--- config.mk ---
export PLATFORM = sky130hd
export DESIGN_NAME = stopwatch_counter
export DESIGN_NICKNAME = d
export VERILOG_FILES = /design/src/rtl/stopwatch_counter.sv
export SDC_FILE = /design/constraint.sdc
export NUM_CORES = 1
export LEC_CHECK = 0
export ABC_AREA = 1
export BUFFER_PORTS_ARGS = -buffer_cell sky130_fd_sc_hd__buf_2
export CAP_MARGIN = 10
export CORE_MARGIN = 5
export CORE_UTILIZATION = 45
export DETAILED_ROUTE_END_ITERATION = 7
export PLACE_DENSITY = 0.65
export SYNTH_ARGS = -nofsm -noshare
export SYNTH_HDL_FRONTEND = slang
export SYNTH_SLANG_ARGS = --single-unit
--- constraint.sdc ---
create_clock -name clk -period 2.37 [get_ports clk]
set_clock_uncertainty 0.1 [all_clocks]
set_input_delay 0.1185 -clock clk [delete_from_list [all_inputs] [get_ports clk]]
set_output_delay 0.1185 -clock clk [all_outputs]
set_load 0.03 [all_outputs]
--- src/rtl/stopwatch_counter.sv ---
// stopwatch_counter: MM:SS BCD timekeeping core with up/down count and expiry.
// Optional lap register enabled by defining STOPWATCH_LAP_EN.
module stopwatch_counter #(
  parameter int MIN_TENS_MAX = 5
) (
  input  logic       clk,
  input  logic       nrst,
  input  logic       tick,
  input  logic       clear,
  input  logic       run_up,
  input  logic       run_down,
  input  logic       write,
  input  logic       read,
  output logic [3:0] min_tens,
  output logic [3:0] min_ones,
  output logic [3:0] sec_tens,
  output logic [3:0] sec_ones,
  output logic       counting,
  output logic       expired,
  output logic       wrap
);

  localparam logic [1:0] S_IDLE = 2'd0;
  localparam logic [1:0] S_UP   = 2'd1;
  localparam logic [1:0] S_DOWN = 2'd2;
  localparam logic [1:0] S_EXP  = 2'd3;

  localparam logic [3:0] MT_MAX = 4'(MIN_TENS_MAX);

  logic [1:0]  state;
  logic [1:0]  state_nx;
  logic [15:0] live;
  logic [15:0] live_nx;
  logic [15:0] inc_val;
  logic [15:0] dec_val;
  logic [15:0] disp;
  logic        wrap_nx;
  logic        full;
  logic        is_zero;

  assign full = (live[15:12] == MT_MAX) && (live[11:8] == 4'd9)
             && (live[7:4] == 4'd5) && (live[3:0] == 4'd9);
  assign is_zero = (live == 16'h0000);

  // BCD increment with carry rippling through all four digits
  always_comb begin
    inc_val = live;
    if (live[3:0] != 4'd9) begin
      inc_val[3:0] = live[3:0] + 4'd1;
    end else begin
      inc_val[3:0] = 4'd0;
      if (live[7:4] != 4'd5) begin
        inc_val[7:4] = live[7:4] + 4'd1;
      end else begin
        inc_val[7:4] = 4'd0;
        if (live[11:8] != 4'd9) begin
          inc_val[11:8] = live[11:8] + 4'd1;
        end else begin
          inc_val[11:8] = 4'd0;
          if (live[15:12] != MT_MAX)
            inc_val[15:12] = live[15:12] + 4'd1;
          else
            inc_val[15:12] = 4'd0;
        end
      end
    end
  end

  // BCD decrement with borrow; only used when live is nonzero
  always_comb begin
    dec_val = live;
    if (live[3:0] != 4'd0) begin
      dec_val[3:0] = live[3:0] - 4'd1;
    end else begin
      dec_val[3:0] = 4'd9;
      if (live[7:4] != 4'd0) begin
        dec_val[7:4] = live[7:4] - 4'd1;
      end else begin
        dec_val[7:4] = 4'd5;
        if (live[11:8] != 4'd0) begin
          dec_val[11:8] = live[11:8] - 4'd1;
        end else begin
          dec_val[11:8] = 4'd9;
          dec_val[15:12] = live[15:12] - 4'd1;
        end
      end
    end
  end

  // Next-state: clear wins, then per-state run/tick handling
  always_comb begin
    state_nx = state;
    live_nx  = live;
    wrap_nx  = 1'b0;
    if (clear) begin
      state_nx = S_IDLE;
      live_nx  = 16'h0000;
    end else begin
      case (state)
        S_IDLE: begin
          if (run_up && !run_down)
            state_nx = S_UP;
          else if (run_down && !run_up)
            state_nx = S_DOWN;
        end
        S_UP: begin
          if (!run_up || run_down) begin
            state_nx = S_IDLE;
          end else if (tick) begin
            live_nx = inc_val;
            wrap_nx = full;
          end
        end
        S_DOWN: begin
          if (!run_down || run_up) begin
            state_nx = S_IDLE;
          end else if (tick) begin
            if (is_zero) begin
              state_nx = S_EXP;
            end else begin
              live_nx = dec_val;
              if (dec_val == 16'h0000)
                state_nx = S_EXP;
            end
          end
        end
        default: begin
          state_nx = S_EXP;
        end
      endcase
    end
  end

  // Live time, state and wrap pulse registers
  always_ff @(posedge clk or negedge nrst) begin
    if (!nrst) begin
      state <= S_IDLE;
      live  <= 16'h0000;
      wrap  <= 1'b0;
    end else begin
      state <= state_nx;
      live  <= live_nx;
      wrap  <= wrap_nx;
    end
  end

`ifdef STOPWATCH_LAP_EN
  logic [15:0] lap;

  // Lap capture takes the pre-update live value
  always_ff @(posedge clk or negedge nrst) begin
    if (!nrst)
      lap <= 16'h0000;
    else if (clear)
      lap <= 16'h0000;
    else if (write)
      lap <= live;
  end

  assign disp = read ? lap : live;
`else
  logic unused_lap;

  assign unused_lap = write ^ read;
  assign disp       = live;
`endif

  assign min_tens = disp[15:12];
  assign min_ones = disp[11:8];
  assign sec_tens = disp[7:4];
  assign sec_ones = disp[3:0];
  assign counting = (state == S_UP) || (state == S_DOWN);
  assign expired  = (state == S_EXP);

endmodule

==> run_results.csv, run 1 <==
group,metric,value,unit
worst_setup_path,r2r_setup_slack,0.25,ns
finish,fillerInstances,404,
worst_setup_path,regToRegEndpoint,"state[1]",
die,dieWidth,74.0,um
global_route,grt_pass1_wl,7780,um
yosys,syn_area,1840,um^2
timing,max_freq,473,MHz
yosys,yosys.area.top_type_share,0.258,
finish,multi_input_area,1190,um^2
power_and_ir_drop,switching_share,0.571,
routing,antenna_left,0,
clock_tree,cts_root_buf,"clkbuf_8",
yosys,synth_edf_count,0,
global_route,grt_pass1_vias,1725,
worst_setup_path,crit_fanout,8,
worst_setup_path,rr_worst_depth,16,
clock_tree,clk_pin_slew,0.09,ns
finish,fin_nets,325,
clock_tree,cts_buffers,3,
die,ioPinCount,27,
placement,gp_congestion,0.866,
finish,seqCellArea,475,um^2
placement,place_area,2050,um^2
timing,relSlewSlack,0.674,
timing,setup_viol,0,
placement,io_buffers,24,
routing,routed_wirelength,4440,um
global_route,grt_start_max_net_pins,20,
worst_setup_path,critPathRequiredTime,2.42,ns
power_and_ir_drop,peakVddDrop,0.667,mV
finish,drive_gt1_frac,0.215,
power_and_ir_drop,power_frac_seq,0.205,
clock_tree,cts_sinks,19,
timing,fin_ws,0.254,ns
routing,wl_per_cell,12.6,um
die,core_area,3970,um^2
power_and_ir_drop,p_comb_frac,0.717,
worst_setup_path,start_kind,"register",
power_and_ir_drop,p_int,1330,uW
power_and_ir_drop,pwr_density_cell,1460,nW/um^2
timing,min_period_over_period,0.893,
yosys,synth-seq-cells,19,
global_route,grt_usage,0.179,
worst_setup_path,r2r_start,"disp[0]",
die,rows,23,
flow_run,maxCapViolCount,0,
global_route,antenna_found_initial,0,
yosys,synth_warnings,0,
yosys,synthFlopType,"dfrtp_1",
timing,setup_tns,0,ns
worst_hold_path,hp-start,"tick",
yosys,async_reset_ff_frac,1.00,
worst_hold_path,hold_depth,5,
yosys,synthDistinctLibCells,35,
routing,route.detailed.drc,0,
routing,drt_first_pass_iters,4,
routing,drtIter0Drc,111,
timing,slew_viol_final,0,
worst_hold_path,hold_end,"wrap",
routing,routed_via_density,5.25,
die,start_util,0.464,
timing,min_period,2.12,ns
timing,report.final.hold_viol_count,0,
finish,synthToLayoutAreaGrowth,14.9,%
timing,whs,0.139,ns
yosys,syn_inst,269,
yosys,synth_common_cells,"53 x nand2_1, 35 x inv_1, 29 x nand3_1",
yosys,synth-seq-area-share,0.258,
finish,fin_area,2120,um^2
die,die_h,74.0,um
power_and_ir_drop,power_leakage,0.00110,uW
clock_tree,clk_path_buf_depth,2,
clock_tree,clk_latency,0.26,ns
power_and_ir_drop,power.total,3100,uW
die,dieArea,5470,um^2
run_status,status,"completed",
yosys,synth.avg_cell_area,6.85,um^2
clock_tree,htreeDepth,1,
worst_setup_path,end_kind,"register",
yosys,synth_most_common_cell,"nand2_1",
global_route,grt_overflow_total,0,
routing,vias,1849,
placement,dpl.hpwl,3450,um
yosys,syn_nets,291,
power_and_ir_drop,power_frac_clock,0.078,
timing,tightest_slew,0.488,ns
yosys,yosys-top-cells-area,"dfrtp_1 26%, nand2_1 11%, ha_1 9.5%, nand3_1 7.9%, inv_1 7.1%",
worst_setup_path,crit_arrival,2.17,ns
worst_setup_path,critPathKind,"reg -> reg",
finish,n_antenna_cell,0,
clock_tree,cts_tree,"done",
timing,rsz0062_at_grt,"false",
yosys,synth_area_leader_cell,"dfrtp_1",
power_and_ir_drop,switching_power,1770,uW
placement,dp_slack,0.230,ns
worst_hold_path,min_path_type,"in -> reg",
-- worst max-delay path: stages (launching register included) --
cell,delay (ns)
dfrtp_1,0.38
inv_1,0.11
ha_2,0.22
nand2_4,0.10
buf_4,0.17
o21ai_1,0.10
o21ai_1,0.08
inv_1,0.07
nand2_1,0.07
nor2_1,0.11
nand3_1,0.08
nand2_1,0.07
nand2_1,0.06
nand2_2,0.08
nand2_2,0.06
nand2_1,0.07
nand2_1,0.05
-- sequential cells by signal, indices dropped and copies added (netlist names) --
| name | cells |
|---|---|
| wrap | 1 |
| disp | 16 |
| state | 2 |
-- logic make-up (layout without fill, tap and decap cells) --
logic type / after synthesis / count (layout) / share of synthesized area
compound gates: 47 / 47 / 0.160
flops: 19 / 19 / 0.258
buf+inv: 44 / 76 / 0.102
xor+xnor: 4 / 4 / 0.0190
simple gates: 141 / 142 / 0.365
fa+ha+maj: 14 / 14 / 0.0951
-- power by group through the flow --
stage	clock network [uW]	registers (uW)	logic [uW]
after detailed placement	0	645	2160
after floorplan	0	840	1460
final	241	637	2220
after global placement	0	644	2150
after global routing	260	668	2500
after CTS	246	639	2170
-- layout make-up --
| type | count | share of cell area |
|---|---|---|
| Multi-Input combinational cell | 207 | 0.563 |
| Sequential cell | 19 | 0.225 |
| Timing Repair Buffer | 34 | 0.0934 |
| Inverter | 38 | 0.0674 |
| Tap cell | 50 | 0.0296 |
| Clock buffer | 3 | 0.0195 |
| Clock inverter | 1 | 0.00236 |
-- how the worst max path moves through the flow --
stage,startpoint,to,slack (ns),depth (start not counted)
finish,disp[0],state[1],0.25,16
global route,disp[1],state[0],0.01,16
CTS,disp[0],state[0],0.21,15
detailed placement,disp[0],state[1],0.23,15
global placement,disp[0],state[0],0.26,15
floorplan,disp[0],state[0],0.20,17
-- placed cells by master (no fill, tap or decap), drive strengths merged, types with 2 or more instances in the layout --
cell,netlist,layout
inv,37,37
a21oi,5,5
dfrtp,19,19
ha,14,14
a31oi,2,2
o21ai,21,21
xor2,3,3
nand3,30,30
nand2,60,60
o211ai,3,3
buf,3,33
o22ai,6,6
clkinv,1,2
nor2,42,43
nor3,3,3
nand4,4,4
a22o,7,7
clkbuf,3,3
-- metrics by stage --
step / std cells / util
floorplan: 269 / -
global placement: 346 / 0.515
detailed placement: 346 / 0.515
CTS: 351 / 0.530
global route: 352 / 0.533
finish: 352 / 0.533
-- timing repair --
action / 4_1_cts / 5_1_grt
setup endpoints to repair: 0 / 2
hold endpoints to repair: 19 / 0
buffers inserted: 0 / 0
hold buffers: 1 / 0
resized for setup: 0 / 2
-- per-layer routing --
| metal | wire (um) | vias to the layer above | part of all wire | GRT usage |
|---|---|---|---|---|
| met1 | 2120 | 825 | 0.48 | 0.241 |
| met4 | 84 | 0 | 0.019 | 0.0744 |
| met3 | 206 | 10 | 0.046 | 0.0257 |
| met5 | 0 | - | 0 | 0 |
| met2 | 2030 | 55 | 0.46 | 0.288 |
| li1 | - | 959 | - | - |
(Power assumes the default switching activity.)
==> inputs of run 2 (changes only) <==
Settings changed: CELL_PAD_IN_SITES_DETAIL_PLACEMENT from default to 0, CELL_PAD_IN_SITES_GLOBAL_PLACEMENT from default to 1, CORE_UTILIZATION 45 to 41, PLACE_DENSITY 0.65 to default, PLACE_DENSITY_LB_ADDON from default to 0.1.
==> run 2 against run 1 <==
Effect of this change: maximum frequency is 0.87% lower; non-clock buffer count is 4 higher; total power rose by 0.27%; hold slack improved by 0.016 ns; combinational power barely moved; setup slack worse by 0.018 ns; first-iteration DRC count fell by 9.0%; clock power about the same.
==> run_results.csv, run 2 (synthesis results as in run 1) <==
group,metric,value,unit
finish,fin_area,2140,um^2
power_and_ir_drop,power_leakage,0.00111,uW
power_and_ir_drop,power_frac_seq,0.197,
worst_setup_path,crit_fanout,9,
routing,routed_via_density,5.15,
routing,routed_wirelength,4670,um
die,ioPinCount,27,
placement,io_buffers,24,
timing,relSlewSlack,0.685,
routing,route.detailed.drc,0,
die,dieWidth,77.0,um
die,core_area,4350,um^2
clock_tree,cts_root_buf,"clkbuf_8",
routing,drt_first_pass_iters,4,
global_route,grt_pass1_vias,1719,
placement,dpl.hpwl,3720,um
timing,whs,0.154,ns
die,die_h,77.0,um
routing,drtIter0Drc,101,
clock_tree,ctsResizeCount,0,
timing,tightest_slew,0.472,ns
finish,multi_input_area,1180,um^2
power_and_ir_drop,pwr_density_cell,1460,nW/um^2
power_and_ir_drop,switching_power,1760,uW
worst_hold_path,hp-start,"tick",
worst_setup_path,crit_arrival,2.19,ns
routing,drt-met1-wl,2250,um
power_and_ir_drop,p_int,1350,uW
timing,max_freq,469,MHz
worst_setup_path,critPathRequiredTime,2.43,ns
global_route,grt_overflow_total,0,
finish,seqCellArea,475,um^2
clock_tree,htreeDepth,1,
global_route,antenna_found_initial,0,
worst_setup_path,r2r_start,"disp[0]",
placement,gp_congestion,0.822,
finish,fin_cells,357,
clock_tree,clk_path_buf_depth,2,
routing,antenna_left,0,
power_and_ir_drop,peakVddDrop,0.502,mV
placement,place_inst,352,
clock_tree,cts_sinks,19,
finish,largest_reg_flops,16,
worst_setup_path,critPathKind,"reg -> reg",
timing,min_period_over_period,0.901,
finish,fillerInstances,466,
finish,n_antenna_cell,0,
routing,routed-wl-met3,174,um
timing,report.final.hold_viol_count,0,
die,rows,24,
run_status,status,"completed",
finish,fin_nets,328,
flow_run,maxCapViolCount,0,
finish,synthToLayoutAreaGrowth,16.0,%
clock_tree,cts_setup_buffers,0,
worst_setup_path,start_kind,"register",
clock_tree,clk_pin_slew,0.08,ns
global_route,grt_start_max_net_pins,20,
global_route,grt_pass1_wl,8100,um
global_route,grt_usage,0.162,
routing,wl_met2,2220,um
finish,mostFrequentLayoutCell,"nand2_1",
timing,rsz0062_at_grt,"false",
power_and_ir_drop,power.total,3110,uW
routing,vias,1840,
clock_tree,clk_latency,0.26,ns
worst_setup_path,end_kind,"register",
power_and_ir_drop,power_frac_clock,0.078,
clock_tree,cts_buffers,3,
die,dieArea,5930,um^2
die,start_util,0.423,
routing,top_layer,"met4",
timing,slew_viol_final,0,
worst_setup_path,critPathLaunch,"disp[0]",
power_and_ir_drop,switching_share,0.566,
clock_tree,cts_tree,"done",
finish,mostFrequentLayoutCells,"53 x nand2_1, 35 x inv_1, 29 x nand3_1",
routing,wl_per_cell,13.1,um
finish,drive_gt1_frac,0.220,
timing,setup_tns,0,ns
worst_hold_path,min_path_type,"in -> reg",
power_and_ir_drop,p_comb_frac,0.725,
timing,min_period,2.13,ns
timing,setup_viol,0,
placement,place_area,2080,um^2
-- run 2: changes by cell type in the layout (fill, tap and decap cells not counted) --
cell,delta
nor2_2,-1
ha_2,-1
nand2_4,-1
nand2_2,+1
ha_1,+1
buf_4,+4
-- run 2: stage by stage --
| step | worst slack [ns] | util |
|---|---|---|
| floorplan | 0.200 | - |
| global placement | 0.248 | 0.478 |
| detailed placement | 0.248 | 0.478 |
| CTS | 0.230 | 0.491 |
| global route | 0.0230 | 0.491 |
| finish | 0.236 | 0.491 |
-- run 2: path summary, 6_finish.rpt --
kind	depth (start not counted)	slack, ns	endpoint
min reg2reg	2	0.46	disp[15]
max	15	0.24	state[1]
max in group asynchronous	2	1.60	disp[12]
min	5	0.15	wrap
min in group asynchronous	2	0.24	disp[0]
max reg2reg	15	0.24	state[1]
-- run 2: final cells by class --
class | count | share of cell area
tap | 52 | 0.0305
multi-input combinational | 206 | 0.552
clock buffer | 3 | 0.0193
timing repair buffer | 38 | 0.107
clock inverter | 1 | 0.00234
inverter | 38 | 0.0668
sequential | 19 | 0.223
-- run 2: critical path: stages (launching register included) --
cell	delay, ns
dfrtp_1	0.38
inv_1	0.12
ha_1	0.19
nand2_2	0.12
nor2_4	0.24
nor2_1	0.06
nor2_1	0.14
nand3_1	0.10
nor2_1	0.10
nand3_1	0.08
nand2_1	0.08
nand2_1	0.06
nand2_2	0.08
nand2_2	0.05
nand2_1	0.06
nand2_1	0.05
-- run 2: metal layers --
metal  GRT usage  up-vias
li1            -      967
met1       0.220      840
met2       0.275       31
met5           0        -
met4      0.0361        0
met3      0.0187        2
-- run 2: repair_timing --
action / CTS / global route
endpoints found under the setup margin: 0 / 0
hold buffers: 1 / 0
hold endpoints to repair: 19 / 0
-- run 2: power groups by stage --
stage,registers (uW),clock network [uW],logic [uW]
floorplan,840,0,1460
global placement,614,0,2270
detailed placement,617,0,2260
CTS,612,253,2270
global route,633,268,2540
finish,612,242,2250
==> inputs of run 3 (changes only) <==
Settings changed: ABC_AREA 1 to default, CORE_UTILIZATION 41 to 43, PLACE_DENSITY_LB_ADDON 0.1 to 0.12.
==> run 3 against run 2 <==
Effect of this change: flip-flop and latch count stayed put; synthesized cell count is 15% lower; core utilization is 3.3 points higher; wire length is 6.7% higher; maximum frequency is 5.0% lower; via count is 0.92% higher; hold slack worse by 0.064 ns; sequential share of layout area is 1.3 points lower; critical endpoint is now disp[6]; largest cell class unchanged.
==> run_results.csv, run 3 <==
group,metric,value,unit
run_status,status,"completed",
worst_setup_path,crit_family,"buffers and inverters",
worst_setup_path,critPathKind,"reg -> reg",
yosys,synth_xor_area_frac,0.0138,
yosys,synth_warnings,0,
timing,setup_viol,0,
yosys,synth_adder_area_share,0.0922,
clock_tree,cts_root_buf,"clkbuf_8",
timing,report.final.hold_viol_count,0,
clock_tree,cts_tree,"done",
clock_tree,clk_latency,0.26,ns
yosys,synth_top_family_by_area,"simple AND/OR/NAND/NOR gates",
worst_setup_path,crit_arrival,2.30,ns
clock_tree,clk_path_buf_depth,2,
yosys,synth_compound_area_frac,0.268,
die,rows,24,
timing,max_freq,445,MHz
power_and_ir_drop,power_leakage,0.00106,uW
worst_setup_path,critPathRequiredTime,2.42,ns
yosys,yosys.area_share.simple,0.272,
power_and_ir_drop,peakVddDrop,0.457,mV
yosys,synthFlopType,"dfrtp_1",
yosys,synth_most_common_cell,"nor2_1",
die,core_area,4320,um^2
power_and_ir_drop,power.total,2940,uW
die,die_h,76.5,um
finish,fin_nets,289,
yosys,synth-seq-cells,19,
placement,place_inst,313,
routing,route.detailed.drc,0,
global_route,grt_overflow_total,0,
finish,fin_cells,318,
routing,routed_wirelength,4980,um
worst_setup_path,cp_slowest_cell,"dfrtp_1",
yosys,synthMuxAreaShare,0.0283,
placement,gp_congestion,0.843,
global_route,grt_pass1_vias,1719,
routing,wl_per_cell,15.7,um
global_route,grt_usage,0.169,
yosys,yosys-top-cells-area,"dfrtp_1 25%, ha_1 9.2%, nor2_1 4.7%, a21o_1 3.6%, a21oi_1 3.2%",
global_route,antenna_found_initial,0,
yosys,yosys.area.top_type_share,0.250,
yosys,synth_common_cells,"24 x nor2_1, 19 x dfrtp_1, 14 x ha_1",
yosys,syn_inst,229,
routing,vias,1857,
worst_setup_path,critPathMaxStageDelay,0.41,ns
yosys,synth_edf_count,0,
worst_setup_path,crit_fanout,13,
worst_setup_path,worstPathCellList,"inv_1 > ha_1 > buf_6 > clkinvlp_4 > nor2_1 > and2_1 > a21o_1 > mux2_2",
yosys,syn_nets,251,
timing,min_period,2.25,ns
global_route,grt_start_max_net_pins,20,
routing,routed_via_density,5.84,
yosys,async_reset_ff_frac,1.00,
clock_tree,cts_sinks,19,
worst_setup_path,end_kind,"register",
yosys,synth.avg_cell_area,8.29,um^2
placement,dpl.hpwl,3780,um
flow_run,maxCapViolCount,0,
yosys,synth-seq-area-share,0.250,
finish,largest_reg_flops,16,
clock_tree,clk_pin_slew,0.08,ns
yosys,synth_area_leader_cell,"dfrtp_1",
finish,n_antenna_cell,0,
clock_tree,cts_buffers,3,
worst_setup_path,r2r_setup_slack,0.12,ns
die,start_util,0.439,
power_and_ir_drop,pwr_density_cell,1300,nW/um^2
timing,setup_tns,0,ns
die,dieArea,5850,um^2
finish,synthToLayoutAreaGrowth,19.2,%
clock_tree,htreeDepth,1,
routing,drt_first_pass_iters,4,
timing,tightest_slew,0.464,ns
yosys,syn_area,1900,um^2
worst_hold_path,min_path_type,"in -> reg",
worst_setup_path,start_kind,"register",
die,ioPinCount,27,
routing,antenna_left,0,
die,dieWidth,76.5,um
placement,io_buffers,24,
finish,drive_gt1_frac,0.267,
finish,mostFrequentLayoutCells,"24 x nor2_1, 24 x buf_2, 23 x buf_4",
timing,slew_viol_final,0,
finish,fillerInstances,448,
yosys,synthDistinctLibCells,62,
timing,min_period_over_period,0.948,
routing,drtIter0Drc,99,
global_route,grt_pass1_wl,8400,um
worst_setup_path,cp.buffers_inverters,3,
timing,relSlewSlack,0.690,
-- run 3: cell count changes after synthesis, sizes merged, moves of 4 or more --
| cell | before | now |
|---|---|---|
| and2 | 0 | 4 |
| nand3 | 30 | 11 |
| a22o | 7 | 2 |
| buf | 3 | 11 |
| o22ai | 6 | 1 |
| o21ai | 21 | 14 |
| inv | 37 | 12 |
| nor4 | 1 | 5 |
| nand2 | 60 | 13 |
| nor2b | 0 | 4 |
| a21oi | 5 | 12 |
| a21o | 0 | 9 |
| nor2 | 42 | 24 |
-- run 3: tightest hold or removal path: stages --
cell,delay (ns)
buf_2,0.15
nand3_1,0.08
nor4_1,0.06
-- run 3: repair_timing --
item / in CTS / in global routing
setup endpoints to repair: 0 / 13
gates resized for setup: 0 / 10
hold endpoints to repair: 19 / 0
hold buffers: 1 / 0
buffers inserted: 0 / 0
-- run 3: kinds of logic (layout without fill, tap and decap cells) --
| group | Yosys count | after routing |
|---|---|---|
| AOI/OAI and AO/OA | 71 | 71 |
| muxes | 5 | 5 |
| buffers and inverters | 29 | 66 |
| adders and majority gates | 14 | 14 |
| and+or+nand+nor | 88 | 88 |
| xor gates and xnor gates | 3 | 3 |
| DFF | 19 | 19 |
-- run 3: path summary, 6_finish.rpt --
path / start / to / depth (start not counted)
max: state[0] / disp[6] / 8
min: tick / wrap / 3
max reg2reg: state[0] / disp[6] / 8
min reg2reg: disp[1] / disp[1] / 2
max in group asynchronous: nrst / disp[13] / 2
min in group asynchronous: nrst / wrap / 2
-- run 3: area by class of cell --
cell class / count / area [um^2] / share of cell area
Multi-Input combinational cell: 181 / 1310 / 0.579
Sequential cell: 19 / 475 / 0.210
Timing Repair Buffer: 49 / 314 / 0.139
Tap cell: 52 / 65.1 / 0.0287
Inverter: 13 / 52.6 / 0.0232
Clock buffer: 4 / 45.0 / 0.0199
-- run 3: power breakdown --
part	internal [uW]	switching (uW)	leakage, uW
Clock	120	122	0.0000228
Combinational	886	1230	0.000783
Sequential	433	154	0.000254
-- run 3: through the flow --
stage	hold WS, ns	area (um^2)	util	setup WS (ns)
finish	0.0903	2260	0.523	0.123
global route	0.0862	2260	0.523	-0.000560
CTS	0.0729	2230	0.515	0.0222
detailed placement	-0.00137	2170	0.502	0.0595
global placement	0.00490	2170	0.502	0.0989
floorplan	-0.277	1900	-	0.0328
-- run 3: routing by layer --
layer / global-route usage / vias to the layer above / part of all wire
met5: 0 / - / 0
met4: 0.0367 / 0 / 0.0062
met3: 0.0248 / 4 / 0.055
met2: 0.265 / 54 / 0.45
met1: 0.244 / 873 / 0.48
li1: - / 926 / -
